[src/rtl/ntt_pkg.sv]
// ntt_pkg: constants shared by the NTT datapath blocks (butterfly, modred,
// poly_addsub_pipe).
//   OP_ADD / OP_SUB : op encodings for the add/subtract unit
//   LOGQ_DEF, Q_DEF : default coefficient width and modulus (Kyber q)
package ntt_pkg;
  localparam logic OP_ADD   = 1'b0;
  localparam logic OP_SUB   = 1'b1;
  localparam int   LOGQ_DEF = 12;
  localparam int   Q_DEF    = 3329;
endpackage

[src/rtl/addsub_lane.sv]
// addsub_lane: one lane of the stage-1 modular add/subtract.
// Produces the raw LOGQ+1-bit sum or difference plus the flag saying the
// second stage must apply a +/-Q correction.
//   a, b : operands, each < Q
//   op   : OP_ADD / OP_SUB
//   t    : a+b, or a-b in (LOGQ+1)-bit two's complement
//   corr : add -> t >= Q ; sub -> borrow (a < b)
module addsub_lane
  import ntt_pkg::*;
#(
  parameter int LOGQ = LOGQ_DEF,
  parameter int Q    = Q_DEF
) (
  input  logic [LOGQ-1:0] a,
  input  logic [LOGQ-1:0] b,
  input  logic            op,
  output logic [LOGQ:0]   t,
  output logic            corr
);
  localparam logic [LOGQ:0] QW = (LOGQ+1)'(Q);

  always_comb begin
    t    = '0;
    corr = 1'b0;
    if (op == OP_SUB) begin
      t    = {1'b0, a} - {1'b0, b};
      corr = (a < b);
    end else begin
      t    = {1'b0, a} + {1'b0, b};
      corr = (t >= QW);
    end
  end
endmodule

[src/rtl/poly_addsub_pipe.sv]
// poly_addsub_pipe: L-lane, two-stage pipelined (a +/- b) mod Q over a
// valid/ready stream, framed into polynomials of D coefficients.
//   clk, rst_n          : clock, async active-low reset
//   in_valid/in_ready   : input beat handshake
//   op                  : OP_ADD/OP_SUB, taken from beat 0 of each frame
//   a, b                : L packed LOGQ-bit lanes (lane i at [i*LOGQ +: LOGQ])
//   out_valid/out_ready : output beat handshake
//   s, out_last         : result lanes, last-beat-of-frame flag
//   range_err           : sticky "input lane >= Q" flag, only when
//                         POLY_ADDSUB_RANGE_CHK_EN is defined
module poly_addsub_pipe
  import ntt_pkg::*;
#(
  parameter int LOGQ = LOGQ_DEF,
  parameter int Q    = Q_DEF,
  parameter int D    = 256,
  parameter int L    = 4
) (
  input  logic            clk,
  input  logic            rst_n,
  input  logic            in_valid,
  output logic            in_ready,
  input  logic            op,
  input  logic [L*LOGQ-1:0] a,
  input  logic [L*LOGQ-1:0] b,
  output logic            out_valid,
  input  logic            out_ready,
`ifdef POLY_ADDSUB_RANGE_CHK_EN
  output logic            range_err,
`endif
  output logic [L*LOGQ-1:0] s,
  output logic            out_last
);
  localparam int STAGES = 2;
  localparam int NB     = D / L;
  localparam int CW     = (NB > 1) ? $clog2(NB) : 1;
  localparam logic [CW-1:0]   LAST_BEAT = CW'(NB - 1);
  localparam logic [LOGQ:0]   QW        = (LOGQ+1)'(Q);

  logic [L-1:0][LOGQ-1:0] a_l, b_l, s_c;
  logic [L-1:0][LOGQ:0]   t_c, t_q;
  logic [L-1:0]           corr_c, corr_q;
  logic [STAGES:1]        vld_pipe;
  logic [CW-1:0]          cnt;
  logic                   op_lat, op_eff, op_q, last_q;
  logic                   advance, accept;

  assign a_l = a;
  assign b_l = b;

  // Both stages move as one; an empty output slot lets a bubble be filled
  // even while downstream is stalled.
  assign advance   = out_ready || !out_valid;
  assign in_ready  = rst_n && advance;
  assign accept    = in_valid && in_ready;
  assign out_valid = vld_pipe[STAGES];

  // Beat 0 uses the live op; later beats use the value latched on beat 0.
  assign op_eff = (cnt == '0) ? op : op_lat;

  always_ff @(posedge clk or negedge rst_n) begin
    if (!rst_n) begin
      cnt    <= '0;
      op_lat <= OP_ADD;
    end else if (accept) begin
      if (cnt == '0) op_lat <= op;
      cnt <= (cnt == LAST_BEAT) ? '0 : cnt + CW'(1);
    end
  end

  for (genvar g = 0; g < L; g++) begin : g_lane
    logic [LOGQ:0] fix;

    addsub_lane #(.LOGQ(LOGQ), .Q(Q)) u_lane (
      .a    (a_l[g]),
      .b    (b_l[g]),
      .op   (op_eff),
      .t    (t_c[g]),
      .corr (corr_c[g])
    );

    // Stage-2 correction; for subtract, t+Q wraps mod 2^(LOGQ+1) so the
    // low LOGQ bits are the right residue.
    assign fix      = !corr_q[g] ? t_q[g] :
                      (op_q == OP_SUB) ? t_q[g] + QW : t_q[g] - QW;
    assign s_c[g]   = fix[LOGQ-1:0];
  end

  always_ff @(posedge clk or negedge rst_n) begin
    if (!rst_n) begin
      vld_pipe <= '0;
      t_q      <= '0;
      corr_q   <= '0;
      op_q     <= OP_ADD;
      last_q   <= 1'b0;
      s        <= '0;
      out_last <= 1'b0;
    end else if (advance) begin
      vld_pipe <= {vld_pipe[STAGES-1:1], accept};
      t_q      <= t_c;
      corr_q   <= corr_c;
      op_q     <= op_eff;
      last_q   <= accept && (cnt == LAST_BEAT);
      s        <= s_c;
      out_last <= last_q;
    end
  end

`ifdef POLY_ADDSUB_RANGE_CHK_EN
  localparam logic [LOGQ-1:0] QN = LOGQ'(Q);
  logic [L-1:0] oor;

  for (genvar g = 0; g < L; g++) begin : g_rchk
    assign oor[g] = (a_l[g] >= QN) || (b_l[g] >= QN);
  end

  always_ff @(posedge clk or negedge rst_n) begin
    if (!rst_n)                 range_err <= 1'b0;
    else if (accept && |oor)    range_err <= 1'b1;
  end
`endif
endmodule

[config.mk]
export PLATFORM = sky130hd
export DESIGN_NAME = poly_addsub_pipe
export DESIGN_NICKNAME = d
export VERILOG_FILES = /design/src/rtl/ntt_pkg.sv /design/src/rtl/addsub_lane.sv /design/src/rtl/poly_addsub_pipe.sv
export SDC_FILE = /design/constraint.sdc
export NUM_CORES = 1
export LEC_CHECK = 0
export ABC_AREA = 1
export CORE_AREA = 2 2 129 181
export DETAILED_ROUTE_END_ITERATION = 10
export DIE_AREA = 0 0 131 183
export GPL_TIMING_DRIVEN = 0
export PLACE_DENSITY = 0.75
export SETUP_SLACK_MARGIN = 0.5
export SLEW_MARGIN = 10
export SYNTH_ARGS = -nofsm -noshare
export SYNTH_HDL_FRONTEND = slang
export SYNTH_SLANG_ARGS = --single-unit
[constraint.sdc]
create_clock -name clk -period 2.85 [get_ports clk]
set_input_delay 0.57 -clock clk [delete_from_list [all_inputs] [get_ports clk]]
set_output_delay 0.57 -clock clk [all_outputs]
set_load 0.1 [all_outputs]
==> results.py <==
metrics = {
    "detailed_routing": {
        "dr.pass1.iters": 5,
        "drc_errors": 0,
        "postRouteAntennaNets": 0,
        "viasPerCell": 5.69,
        "vias": 12514,
        "wire_per_inst_um": 17.1,
        "routed_wl_um": 37600,
        "drtIter0Drc": 905,
    },
    "critical_path": {
        "cp_data_arrival_time_ns": 2.61,
        "reg2reg_slack_ns": 0.52,
        "r2r_end": "s[21]",
        "setup.worst_path.start_class": "flop",
        "cp.required_ns": 3.13,
        "critical_path.max_fanout": 7,
        "worstRegToRegCells": 12,
        "r2r-start": "op_q",
        "crit_path_end_kind": "flop",
        "critPathKind": "flop to flop",
    },
    "timing": {
        "rsz0062_at_grt": "yes",
        "post-route-period-util_pct": 81.6,
        "fmax_ghz": 0.430,
        "finalClockSkew_ns": 0.00577,
        "setup_violations": 0,
        "worstMarginPinSlew_ns": 0.986,
        "max-slew-margin-rel_pct": 34.5,
        "hold_viol": 0,
        "finalSetupTns_ns": 0,
        "final_max_slew_viol_count": 0,
        "fin_crit_ns": 2.33,
    },
    "grt": {
        "track_usage_pct": 30.3,
        "grt_max_degree": 61,
        "grt_pass1_wl_um": 57600,
        "grt_pass1_vias": 11740,
        "antenna_found_initial": 0,
        "overflow": 0,
    },
    "logic_synthesis": {
        "synth_area_leader_cell": "dfrtp_1",
        "synth_area_per_cell_um2": 6.92,
        "yosysSeqAreaShare_pct": 24.4,
        "synth_ff_type": "dfrtp_1",
        "syn_inst": 1661,
        "ys_seq_elements": 112,
        "synth_cell_types": 49,
        "ys_async_sr_fraction_pct": 100,
        "synthTopCellsByArea": "dfrtp_1, ha_1, nand2_1, inv_1, a21oi_1",
        "synth_top_cell_area_share_pct": 24.4,
        "synth-edff-count": 0,
        "synth.most_common_cell": "nand2_1",
        "ys_warn_count": 0,
        "yosys-top-cells-count": "nand2_1, inv_1, ha_1",
        "synth.net_count": 1912,
        "netlist_area_um2": 11500,
    },
    "layout": {
        "drive_above_1_share_pct": 22.6,
        "diodes": 0,
        "layoutNonFillerInstCount": 2199,
        "fin_util_pct": 70.2,
        "syn2layout_area_growth_pct": 36.7,
        "fin_area_um2": 15700,
        "fin_nets": 2145,
    },
    "cts": {
        "clk_latency_ns": 0.36,
        "cts.path.max_buffers": 2,
        "cts_hold_buf": 0,
        "clock-sinks": 112,
        "cts_max_level": 3,
        "clk_pin_slew_ns": 0.08,
        "cts_buffers": 9,
        "cts_root_buf": "clkbuf_16",
        "cts_tree": "built",
    },
    "power_and_ir_drop": {
        "p_leak_nw": 7.78,
        "pwr-share-comb_pct": 74.2,
        "total_power_mw": 17.1,
        "intPower_mw": 7.51,
        "p_seq_share_pct": 18.0,
        "ir_drop_v": 0.000874,
        "switchingPower_mw": 9.61,
        "power_density_nw_per_um2": 1090,
        "clkPwrFrac_pct": 7.8,
        "sw_frac_of_total_pct": 56.1,
    },
    "floorplan": {
        "die_x_um": 131,
        "die_h_um": 183,
        "coreArea_um2": 22400,
        "die-area_um2": 24000,
        "num_rows": 65,
        "ios": 152,
        "start_util_pct": 51.4,
    },
    "outcome": {
        "outcome": "completed",
    },
    "placement": {
        "place_inst": 2114,
        "dp_hpwl_um": 26500,
        "gp_congestion": 0.919,
        "io_buffers": 151,
        "placed_area_um2": 13600,
    },
    "flow_run": {
        "maxCapViolCount": 0,
    },
    "hold_path": {
        "worstHoldPathType": "input pin to async pin",
    },
}
## cell usage in the layout (no fill, tap or decap), types with 10 or more instances in the layout
master,n
o21bai_1,11
a21oi_1,102
inv_2,48
ha_1,79
fa_2,11
buf_4,69
o21ai_1,28
o221ai_1,11
ha_4,43
buf_6,16
clkbuf_1,13
dlymetal6s2s_1,39
clkdlybuf4s50_1,42
o21ai_0,96
nor3_1,11
a31oi_1,16
o21ai_2,10
nor2_1,91
ha_2,16
inv_1,164
xnor2_1,20
nand2_1,382
nand3_2,12
nand3_1,75
dlygate4sd2_1,60
nand4_1,29
xor2_1,40
nor2_2,17
clkbuf_2,13
nand2_2,37
dfrtp_1,111
a21oi_2,39
## cell families after synthesis
kind of cell               share of synthesized area, %
DFF                                                24.4
adders and majority gates                          17.1
and+or+nand+nor                                    25.3
AOI/OAI and AO/OA                                  19.2
xor gates and xnor gates                           4.73
buffers and inverters                              9.32
## how the worst max path moves through the flow
stage	depth (start not counted)	end	from	slack (ns)
5_1_grt	12	s[21]	op_q	0.42
3_3_place_gp	4	in_ready	rst_n	-4.38
6_report	12	s[21]	op_q	0.52
4_1_cts	12	s[21]	op_q	0.36
3_5_place_dp	11	s[21]	op_q	-0.86
2_1_floorplan	11	s[33]	op_q	0.08
## what timing repair did
| item | in CTS | in global routing |
|---|---|---|
| buffers inserted | 39 | 30 |
| resized for setup | 228 | 258 |
| hold endpoints to repair | 0 | 0 |
| pin swaps | 46 | 81 |
| cloned | 1 | 0 |
| setup endpoints to repair | 134 | 85 |
## metrics by stage
stage,setup slack (ns),hold WS [ns]
3_3_place_gp,-4.38,0.427
3_5_place_dp,-0.861,0.452
5_1_grt,0.424,0.209
6_report,0.524,0.170
2_1_floorplan,0.0784,0.274
4_1_cts,0.359,0.185
## routing by layer
layer	part of all wire (%)	wire [µm]	GRT usage, %
met5	0	0	0
met4	4.8	1820	13.7
met3	6.0	2270	2.83
met2	50	18800	53.1
met1	39	14700	37.0
## registers in the layout (all words and copies together), names as in the netlist
register  count
cnt           6
corr_q        4
last_q        1
op_lat        1
op_q          1
out_last      1
s            48
t_q          48
vld_pipe      2
## worst max-delay path, cell delays in order, from the launching register on
cell and delay [ns]:
dfrtp_2 0.39, buf_8 0.13, clkinvlp_4 0.12, buf_12 0.16
ha_2 0.39, inv_1 0.09, nor3_4 0.22, a21oi_4 0.09
o21ai_1 0.16, a21oi_1 0.09, o21ai_0 0.07, o21ai_0 0.15
o21ai_1 0.16
## power groups by stage
stage	Sequential, mW	Clock (mW)	Combinational [mW]
floorplan	5.47	0	6.03
detailed placement	3.08	0	11.2
global route	3.15	1.39	13.7
CTS	3.03	1.34	11.6
finish	3.08	1.34	12.7
global placement	3.07	0	11.0
## final cells by class
cell class                 count  area (µm²)
multi-input combinational   1281        8920
fill                        1796        6660
sequential                   112        2800
timing repair buffer         221        2100
inverter                     218         832
tap                          301         377
buffer                        50         363
clock buffer                  13         270
clock inverter                 2        37.5
timing repair inverter         1        7.51
(Power assumes the default switching activity.)
